### src/rtl/axis_table_bridge.sv
// -----------------------------------------------------------------------------
// axis_table_bridge
//
// Parametrised AXI-Stream front end for the hash table core.
// A command beat {op[1:0], key, data} is captured in a one-entry command
// register and presented to the table one cycle later. Table responses are
// written into a small response FIFO and leave as RESP_WIDTH-bit result beats
// {flags[3:0], zeros, read_data}.
//
// Flow control is credit based. A request is only issued while the FIFO has a
// slot for every response still in flight, so the table response path never
// stalls and tbl_ready_o is simply "out of reset".
//
// Op 11 is a local status command. It waits until the table is idle
// (nothing outstanding) and then writes one result directly into the FIFO.
// This keeps results in command order.
//
// Handshakes: a beat transfers on a rising clk edge where valid & ready are
// both high. A source holds valid and its payload steady until that edge, and
// valid never depends combinationally on ready from the same interface.
//
// Optional feature (macro BRIDGE_STAT_COUNTERS_EN):
//   defined   - two saturating DATA_WIDTH-bit counters are present. The first
//               counts table request handshakes. The second counts table
//               responses that carry any flag bit. An op 11 result returns
//               {3'b000, second!=0, zeros, first}.
//   undefined - an op 11 result is all zeros, so it acts as an ordering
//               fence/ping.
//
// Ports
//   clk, reset        clock, asynchronous active-low reset
//   s_data_i          command beat: [MSB-:2]=op, then key, data in LSBs
//   s_valid_i/s_ready_o          command handshake
//   m_data_o          result beat
//   m_valid_o/m_ready_i          result handshake
//   tbl_op_o/key_o/data_o        table request (00 delete, 01 write, 10 read)
//   tbl_valid_o/tbl_ready_i      table request handshake
//   tbl_valid_i/tbl_ready_o      table response handshake
//   tbl_read_data_i   table read data
//   tbl_flags_i       {key_already_present, no_element_found,
//                      no_write_space, no_deletion_target}
// -----------------------------------------------------------------------------
module axis_table_bridge #(
    parameter int KEY_WIDTH  = 5,
    parameter int DATA_WIDTH = 25,
    parameter int RESP_WIDTH = 32,
    parameter int FIFO_DEPTH = 4
) (
    input  logic                              clk,
    input  logic                              reset,
    input  logic [2+KEY_WIDTH+DATA_WIDTH-1:0] s_data_i,
    input  logic                              s_valid_i,
    output logic                              s_ready_o,
    output logic [RESP_WIDTH-1:0]             m_data_o,
    output logic                              m_valid_o,
    input  logic                              m_ready_i,
    output logic [1:0]                        tbl_op_o,
    output logic [KEY_WIDTH-1:0]              tbl_key_o,
    output logic [DATA_WIDTH-1:0]             tbl_data_o,
    output logic                              tbl_valid_o,
    input  logic                              tbl_ready_i,
    input  logic                              tbl_valid_i,
    output logic                              tbl_ready_o,
    input  logic [DATA_WIDTH-1:0]             tbl_read_data_i,
    input  logic [3:0]                        tbl_flags_i
);

    localparam int CMD_W = 2 + KEY_WIDTH + DATA_WIDTH;
    localparam int CW    = $clog2(FIFO_DEPTH + 1);
    localparam int PW    = $clog2(FIFO_DEPTH);
    localparam logic [1:0] OP_STATUS = 2'b11;

    // Goes high on the first clock edge after reset release; gates both
    // ready outputs so nothing is accepted while reset is active.
    logic                  r_active;

    logic                  r_cmd_valid;
    logic [1:0]            r_cmd_op;
    logic [KEY_WIDTH-1:0]  r_cmd_key;
    logic [DATA_WIDTH-1:0] r_cmd_data;

    logic [CW-1:0]         r_out;
    logic [CW-1:0]         r_count;
    logic [PW-1:0]         r_wptr;
    logic [PW-1:0]         r_rptr;
    logic [RESP_WIDTH-1:0] r_mem [FIFO_DEPTH];

`ifdef BRIDGE_STAT_COUNTERS_EN
    logic [DATA_WIDTH-1:0] r_stat_req;
    logic [DATA_WIDTH-1:0] r_stat_flag;
`endif

    logic [CW-1:0]         w_free;
    logic                  w_is_status;
    logic                  w_req_valid;
    logic                  w_req_fire;
    logic                  w_rsp_fire;
    logic                  w_fifo_full;
    logic                  w_stat_fire;
    logic                  w_drain;
    logic                  w_s_ready;
    logic                  w_s_fire;
    logic                  w_push;
    logic                  w_pop;
    logic [RESP_WIDTH-1:0] w_push_word;

    // Slots not yet claimed by stored results or in-flight responses.
    // count + outstanding never exceeds FIFO_DEPTH, so this cannot wrap.
    assign w_free      = CW'(FIFO_DEPTH) - r_count - r_out;
    assign w_is_status = (r_cmd_op == OP_STATUS);

    // free only shrinks through our own request handshake (a response moves
    // one credit from outstanding into the FIFO), so a raised tbl_valid_o
    // stays high until it is taken.
    assign w_req_valid = r_cmd_valid & ~w_is_status & (w_free != '0);
    assign w_req_fire  = w_req_valid & tbl_ready_i;
    assign w_rsp_fire  = tbl_valid_i & r_active;
    assign w_fifo_full = (r_count == CW'(FIFO_DEPTH));

    // Status completes only with the table idle, so it never races a
    // response for the FIFO write port; the rsp term is a safety net.
    assign w_stat_fire = r_cmd_valid & w_is_status & (r_out == '0)
                       & ~w_fifo_full & ~w_rsp_fire;
    assign w_drain     = w_req_fire | w_stat_fire;
    assign w_s_ready   = r_active & (~r_cmd_valid | w_drain);
    assign w_s_fire    = s_valid_i & w_s_ready;

    assign w_push = w_rsp_fire | w_stat_fire;
    assign w_pop  = (r_count != '0) & m_ready_i;

    always_comb begin
        w_push_word = '0;
        if (w_rsp_fire) begin
            w_push_word[RESP_WIDTH-1 -: 4]  = tbl_flags_i;
            w_push_word[DATA_WIDTH-1:0]     = tbl_read_data_i;
        end
`ifdef BRIDGE_STAT_COUNTERS_EN
        else begin
            w_push_word[RESP_WIDTH-1 -: 4]  = {3'b000, (r_stat_flag != '0)};
            w_push_word[DATA_WIDTH-1:0]     = r_stat_req;
        end
`endif
    end

    assign s_ready_o   = w_s_ready;
    assign tbl_valid_o = w_req_valid;
    assign tbl_ready_o = r_active;
    assign tbl_op_o    = r_cmd_op;
    assign tbl_key_o   = r_cmd_key;
    assign tbl_data_o  = r_cmd_data;
    assign m_valid_o   = (r_count != '0);
    assign m_data_o    = r_mem[r_rptr];

    always_ff @(posedge clk or negedge reset) begin
        if (!reset) begin
            r_active    <= 1'b0;
            r_cmd_valid <= 1'b0;
            r_cmd_op    <= '0;
            r_cmd_key   <= '0;
            r_cmd_data  <= '0;
        end else begin
            r_active <= 1'b1;
            if (w_s_fire) begin
                r_cmd_valid <= 1'b1;
                r_cmd_op    <= s_data_i[CMD_W-1 -: 2];
                r_cmd_key   <= s_data_i[DATA_WIDTH +: KEY_WIDTH];
                r_cmd_data  <= s_data_i[DATA_WIDTH-1:0];
            end else if (w_drain) begin
                r_cmd_valid <= 1'b0;
            end
        end
    end

    always_ff @(posedge clk or negedge reset) begin
        if (!reset) begin
            r_out <= '0;
        end else begin
            case ({w_req_fire, w_rsp_fire})
                2'b10:   r_out <= r_out + CW'(1);
                2'b01:   r_out <= r_out - CW'(1);
                default: r_out <= r_out;
            endcase
        end
    end

    // Push and pop may coincide at any fill level; a push into an empty FIFO
    // becomes visible on m_valid_o one cycle later.
    always_ff @(posedge clk or negedge reset) begin
        if (!reset) begin
            r_count <= '0;
            r_wptr  <= '0;
            r_rptr  <= '0;
            for (int i = 0; i < FIFO_DEPTH; i++) begin
                r_mem[i] <= '0;
            end
        end else begin
            if (w_push) begin
                r_mem[r_wptr] <= w_push_word;
                r_wptr        <= r_wptr + PW'(1);
            end
            if (w_pop) begin
                r_rptr <= r_rptr + PW'(1);
            end
            r_count <= r_count + CW'(w_push) - CW'(w_pop);
        end
    end

`ifdef BRIDGE_STAT_COUNTERS_EN
    always_ff @(posedge clk or negedge reset) begin
        if (!reset) begin
            r_stat_req  <= '0;
            r_stat_flag <= '0;
        end else begin
            if (w_req_fire && (r_stat_req != '1)) begin
                r_stat_req <= r_stat_req + DATA_WIDTH'(1);
            end
            if (w_rsp_fire && (tbl_flags_i != 4'b0000) && (r_stat_flag != '1)) begin
                r_stat_flag <= r_stat_flag + DATA_WIDTH'(1);
            end
        end
    end
`endif

endmodule

### config.mk
export PLATFORM = sky130hd
export DESIGN_NAME = axis_table_bridge
export DESIGN_NICKNAME = d
export VERILOG_FILES = /design/src/rtl/axis_table_bridge.sv
export SDC_FILE = /design/constraint.sdc
export NUM_CORES = 1
export LEC_CHECK = 0
export BUFFER_PORTS_ARGS = -buffer_cell sky130_fd_sc_hd__buf_2
export CAP_MARGIN = 25
export CORE_MARGIN = 3
export CORE_UTILIZATION = 40
export DETAILED_ROUTE_END_ITERATION = 8
export MAX_ROUTING_LAYER = met4
export PLACE_DENSITY = 0.72
export SLEW_MARGIN = 5
export SYNTH_ARGS = -nofsm -noshare
export SYNTH_HDL_FRONTEND = slang
export SYNTH_SLANG_ARGS = --single-unit
### constraint.sdc
create_clock -name clk -period 3.11 [get_ports clk]
set_input_delay 0.311 -clock clk [delete_from_list [all_inputs] [get_ports clk]]
set_output_delay 0.311 -clock clk [all_outputs]
set_load 0.05 [all_outputs]
== Word level (Yosys, flattened, before mapping) ==
Index checks and enable logic that the tools add are counted.
W data, S select, Z words.

* Logic and storage cells: 65
* Register bits after elaboration: 172
* Input port bits: 67

* Equal/unequal tests: 4
* $lt $le $gt $ge: 3
* Multiplexer cells: 11
* Bitwise operators: 20
* Reductions and logical operators: 6
* Add/subtract/negate cells: 8

{| class="wikitable"
|+ Operator list
! operator !! number
|-
| $bwmux W128 || 1
|-
| $mux W32 || 3
|-
| $bmux W32 S2 || 1
|-
| $demux W32 S2 || 1
|-
| $mux W25 || 1
|-
| $and A1 B1 Y1 || 11
|-
| $ge A3 B3 Y1 const B || 2
|-
| $not A2 Y3 || 2
|-
| $pmux W3 S2 || 1
|-
| $reduce_bool A3 Y1 || 2
|-
| $add A2 B1 Y2 const B || 2
|-
| $eq A2 B2 Y1 const B || 2
|-
| $mux W4 || 1
|-
| $not A1 Y1 || 4
|-
| $reduce_bool A2 Y1 || 2
|-
| $add A3 B1 Y3 || 1
|-
| $add A3 B1 Y3 const B || 1
|-
| $eq A3 B3 Y1 const B || 1
|-
| $logic_not A3 Y1 || 1
|-
| $lt A3 B1 Y1 const B || 1
|-
| $or A1 B1 Y1 || 3
|-
| $sub A3 B1 Y3 || 1
|-
| $sub A3 B1 Y3 const B || 1
|-
| $sub A3 B3 Y3 || 1
|-
| other kinds (4) || 5
|}

== Depth between registers and ports, before layout ==
* Depth in word-level cells: 10
* Gate-level depth with buffers: 13
* Mapped depth without buffers: 13

== Least setup slack after synthesis ==
No wires, ideal clock.

* Kind: register -> register
* Start point: reg r_out[1]
* End point: reg r_out[1]
* Buffers on the path: 0
* Setup time: 125 ps
* Arrival: 2615 ps
* Stages on the path, launching flop included: 12
* Path slack: 371 ps
* Clock period less this slack: 2739 ps
* Cell sequence: dfrtp_1 > ha_1 > inv_1 > ha_1 > xnor2_1 > xnor2_1 > or3_4 > and3_1 > nand2_1 > ha_1 > fa_1 > mux2_2

* Word-level cells in the longest chain between the ends: 6

{| class="wikitable"
|+ RTL lines
! what !! RTL line !! source
|-
| start, declared || 82 || <nowiki>logic [CW-1:0] r_out;</nowiki>
|-
| start signal, assigned || 179 || <nowiki>2'b10: r_out <= r_out + CW'(1);</nowiki>
|-
| start signal, assigned || 180 || <nowiki>2'b01: r_out <= r_out - CW'(1);</nowiki>
|-
| start signal, assigned || 181 || <nowiki>default: r_out <= r_out;</nowiki>
|-
| $sub A3 B3 Y3 || 109 || <nowiki>assign w_free = CW'(FIFO_DEPTH) - r_count - r_out;</nowiki>
|-
| $reduce_bool A3 Y1 || 115 || <nowiki>assign w_req_valid = r_cmd_valid & ~w_is_status & (w_free != '0);</nowiki>
|-
| $and A1 B1 Y1 || 115 ||
|-
| $and A1 B1 Y1 || 116 || <nowiki>assign w_req_fire = w_req_valid & tbl_ready_i;</nowiki>
|-
| $eq A2 B1 Y1 / $eq A2 B2 Y1 (equally long branches) || 178 || <nowiki>case ({w_req_fire, w_rsp_fire})</nowiki>
|-
| $pmux W3 S2 / $reduce_bool A2 Y1 (equally long branches) || - ||
|}

Several ways; a longest one is shown, not always the timed one.
A chain may end at the register's enable or synchronous reset.

== Final worst setup path ==
* Start point: reg r_out[1]
* End point: out s_ready_o

* Word-level cells in the longest chain between the ends: 7

{| class="wikitable"
|+ RTL lines
! what !! RTL line !! source
|-
| $sub A3 B3 Y3 / $logic_not A3 Y1 (equally long branches) || 109, 122 ||
|-
| $reduce_bool A3 Y1 / $and A1 B1 Y1 (equally long branches) || 115, 122 ||
|-
| $and A1 B1 Y1 (on tied branches) || 115, 123 ||
|-
| $and A1 B1 Y1 (on tied branches) || 116, 123 ||
|-
| $or A1 B1 Y1 (*) || 124 || <nowiki>assign w_drain = w_req_fire | w_stat_fire;</nowiki>
|-
| $or A1 B1 Y1 (*) || 125 || <nowiki>assign w_s_ready = r_active & (~r_cmd_valid | w_drain);</nowiki>
|-
| $and A1 B1 Y1 (*) || 125 ||
|-
| end, declared || 53 || <nowiki>output logic s_ready_o,</nowiki>
|}

Every way passes the cells marked *; elsewhere a longest branch is shown, timed or not.

==> results.json <==
{
  "dp_cells": 779,
  "synth_mux_area_frac": 0.1491,
  "vias_per_cell": 5.823,
  "layout-drive-gt1-share": 0.4027,
  "min_to": "tbl_op_o[0]",
  "grtUsageTotal": 0.1925,
  "synth_top_family_by_area": "compound AO/OA/AOI/OAI gates",
  "path_max_fanout": 5,
  "yosysMostFrequentCell": "dfrtp_1",
  "final_nets": 658,
  "root_buffer": "clkbuf_16",
  "cap_violations": 0,
  "synth_warnings": 0,
  "die_h_um": 137.1,
  "r2r-start": "r_out[1]",
  "tns_ns": 0,
  "reg2regPathDepth": 11,
  "synth-seq-cells": 160,
  "die_w_um": 137.1,
  "worst-slew-pin-transition_ns": 0.6565,
  "clk_latency_ns": 0.42,
  "whs_ns": 0.1095,
  "crit_type": "flip-flop to output pin",
  "synth_compound_area_frac": 0.1659,
  "synth.area.top_cells": "dfrtp_1 (58%), mux4_2 (9.5%), a32o_1 (8.7%), a22o_1 (7.1%), mux2_2 (5.1%)",
  "first_global_vias": 4996,
  "grt_overflow": 0,
  "clkSinkCount": 160,
  "async_flop_share": 1.000,
  "gp_congestion": 0.7780,
  "fillers": 1443,
  "routed_wl_um": 16560,
  "numCtsBuffers": 17,
  "grt_max_degree": 63,
  "synth_edf_count": 0,
  "yosys.area_share.simple": 0.02312,
  "ys.flop_type": "dfrtp_1",
  "cts_buffer_depth": 2,
  "rr_endpoint": "r_out[1]",
  "yosys.area.top_type_share": 0.5827,
  "ant_nets": 0,
  "row_count": 47,
  "synthAdderAreaFrac": 0.02403,
  "hpwl_um": 10940,
  "hold_viol": 0,
  "drt-initial-drc-count": 278,
  "drt_drc_violations_left": 0,
  "grt_pass1_wl_um": 27020,
  "slew_violations": 0,
  "area_growth_pct": 21.39,
  "clkTransAtPathRegs_ns": 0.06,
  "synth_seq_area_share": 0.5827,
  "min_period_over_period": 0.9571,
  "portBuffers": 131,
  "synth.largest_area_cell": "dfrtp_1",
  "critPathCaptureType": "output pin",
  "status": "completed",
  "core_um2": 16700,
  "synth_area_um2": 6872,
  "max_freq_mhz": 336.0,
  "min_path_type": "primary input to flip-flop",
  "io-pin-count": 135,
  "r2r_setup_slack_ns": 0.19,
  "synth-xor-area-share": 0.01402,
  "dieArea_um2": 18790,
  "rsz0062_at_grt": "false",
  "slew-limit-headroom": 0.5624,
  "yosysUniqueCellTypes": 35,
  "hp-start": "s_data_i[30]",
  "antenna_found_initial": 2,
  "cts_tree": "done",
  "syn_area_per_cell_um2": 15.20,
  "arrival_ns": 2.67,
  "avgRoutedWirePerCell_um": 20.37,
  "cp-start-kind": "flip-flop",
  "crit_required_ns": 2.80,
  "cts_max_level": 4,
  "syn_inst": 452,
  "start_util": 0.4114,
  "whs_path_depth": 2,
  "ys_top_cells_by_count": "dfrtp_1 (160), a32o_1 (60), a22o_1 (56), mux2_2 (31), mux4_2 (29)",
  "num_vias": 4734,
  "period_needed_ns": 2.977,
  "skew_ns": 0.008053,
  "fin_cells": 813,
  "setup_viol": 0,
  "drt_first_pass_iters": 4
}
## sequential cells by signal, indices dropped and copies added (netlist names), 2 cells and up
name / cells
r_count: 3
r_out: 3
r_mem: 116
tbl_key_o: 5
tbl_data_o: 25
r_wptr: 2
tbl_op_o: 2
r_rptr: 2
## worst max-delay path: stages, from the launching register on
cell	delay (ns)
dfrtp_1	0.44
ha_1	0.31
inv_1	0.04
ha_1	0.20
xnor2_1	0.20
xnor2_1	0.11
or3_4	0.36
and3_1	0.22
o21a_1	0.18
buf_2	0.21
## layout make-up
| type | count | area, um^2 | share of cell area |
|---|---|---|---|
| multi-input combinational | 240 | 2601 | 0.3118 |
| timing repair buffer | 149 | 837.1 | 0.1003 |
| clock inverter | 5 | 77.57 | 0.009300 |
| antenna | 2 | 5.005 | 0.0006000 |
| sequential | 160 | 4005 | 0.4801 |
| tap | 220 | 275.3 | 0.03300 |
| inverter | 11 | 41.29 | 0.004950 |
| clock buffer | 26 | 499.2 | 0.05985 |
## layout by cell type, fill, tap and decap left out, types with 3 or more instances in the layout
master,count
dfrtp_1,159
buf_2,130
a32o_1,60
a22o_1,56
mux2_2,31
mux4_2,29
clkbuf_16,17
buf_4,14
inv_1,11
nand2_1,10
ha_1,10
xnor2_1,8
and3_1,6
clkbuf_1,5
conb_1,4
clkbuf_8,4
xor2_1,3
buf_12,3
## worst max path at each step
stage	start	endpoint	cells after the start
finish	r_out[1]	s_ready_o	9
global route	r_out[1]	s_ready_o	9
CTS	r_out[1]	s_ready_o	9
detailed placement	r_out[1]	r_out[1]	11
global placement	r_out[1]	r_out[1]	11
floorplan	r_out[1]	r_out[1]	11
## kinds of logic (layout without fill, tap and decap cells)
family / count (synthesis) / after routing
fa+ha+maj: 12 / 12
flops: 160 / 160
compound gates: 122 / 122
xor+xnor: 11 / 11
simple gates: 29 / 29
mux: 62 / 62
buf+inv: 54 / 191
other cells: 2 / 6
## per-layer routing
metal / up-vias / GRT usage / share of wire
met4: 0 / 0.06042 / 0.0082
li1: 2019 / - / -
met1: 2483 / 0.2437 / 0.42
met5: - / - / 0
met2: 219 / 0.3005 / 0.48
met3: 13 / 0.05735 / 0.086
## metrics by stage
stage                     utilization  setup slack (ns)  cell area (um^2)
after floorplan                     -            0.3708              6879
after global placement         0.4640            0.2791              7750
after detailed placement       0.4640            0.2103              7750
after CTS                      0.4992            0.1180              8337
after global routing           0.4995          0.001199              8342
final                          0.4995            0.1334              8342
## repair_timing
| item | in CTS | in global routing |
|---|---|---|
| endpoints found under the hold margin | 58 | 0 |
| setup buffers | 0 | 0 |
| gates resized for setup | 0 | 0 |
| hold buffers | 1 | 0 |
Power is left out: the tool's default activity adds up to more than one toggle a clock period on the data nets, which glitch-free logic cannot reach.
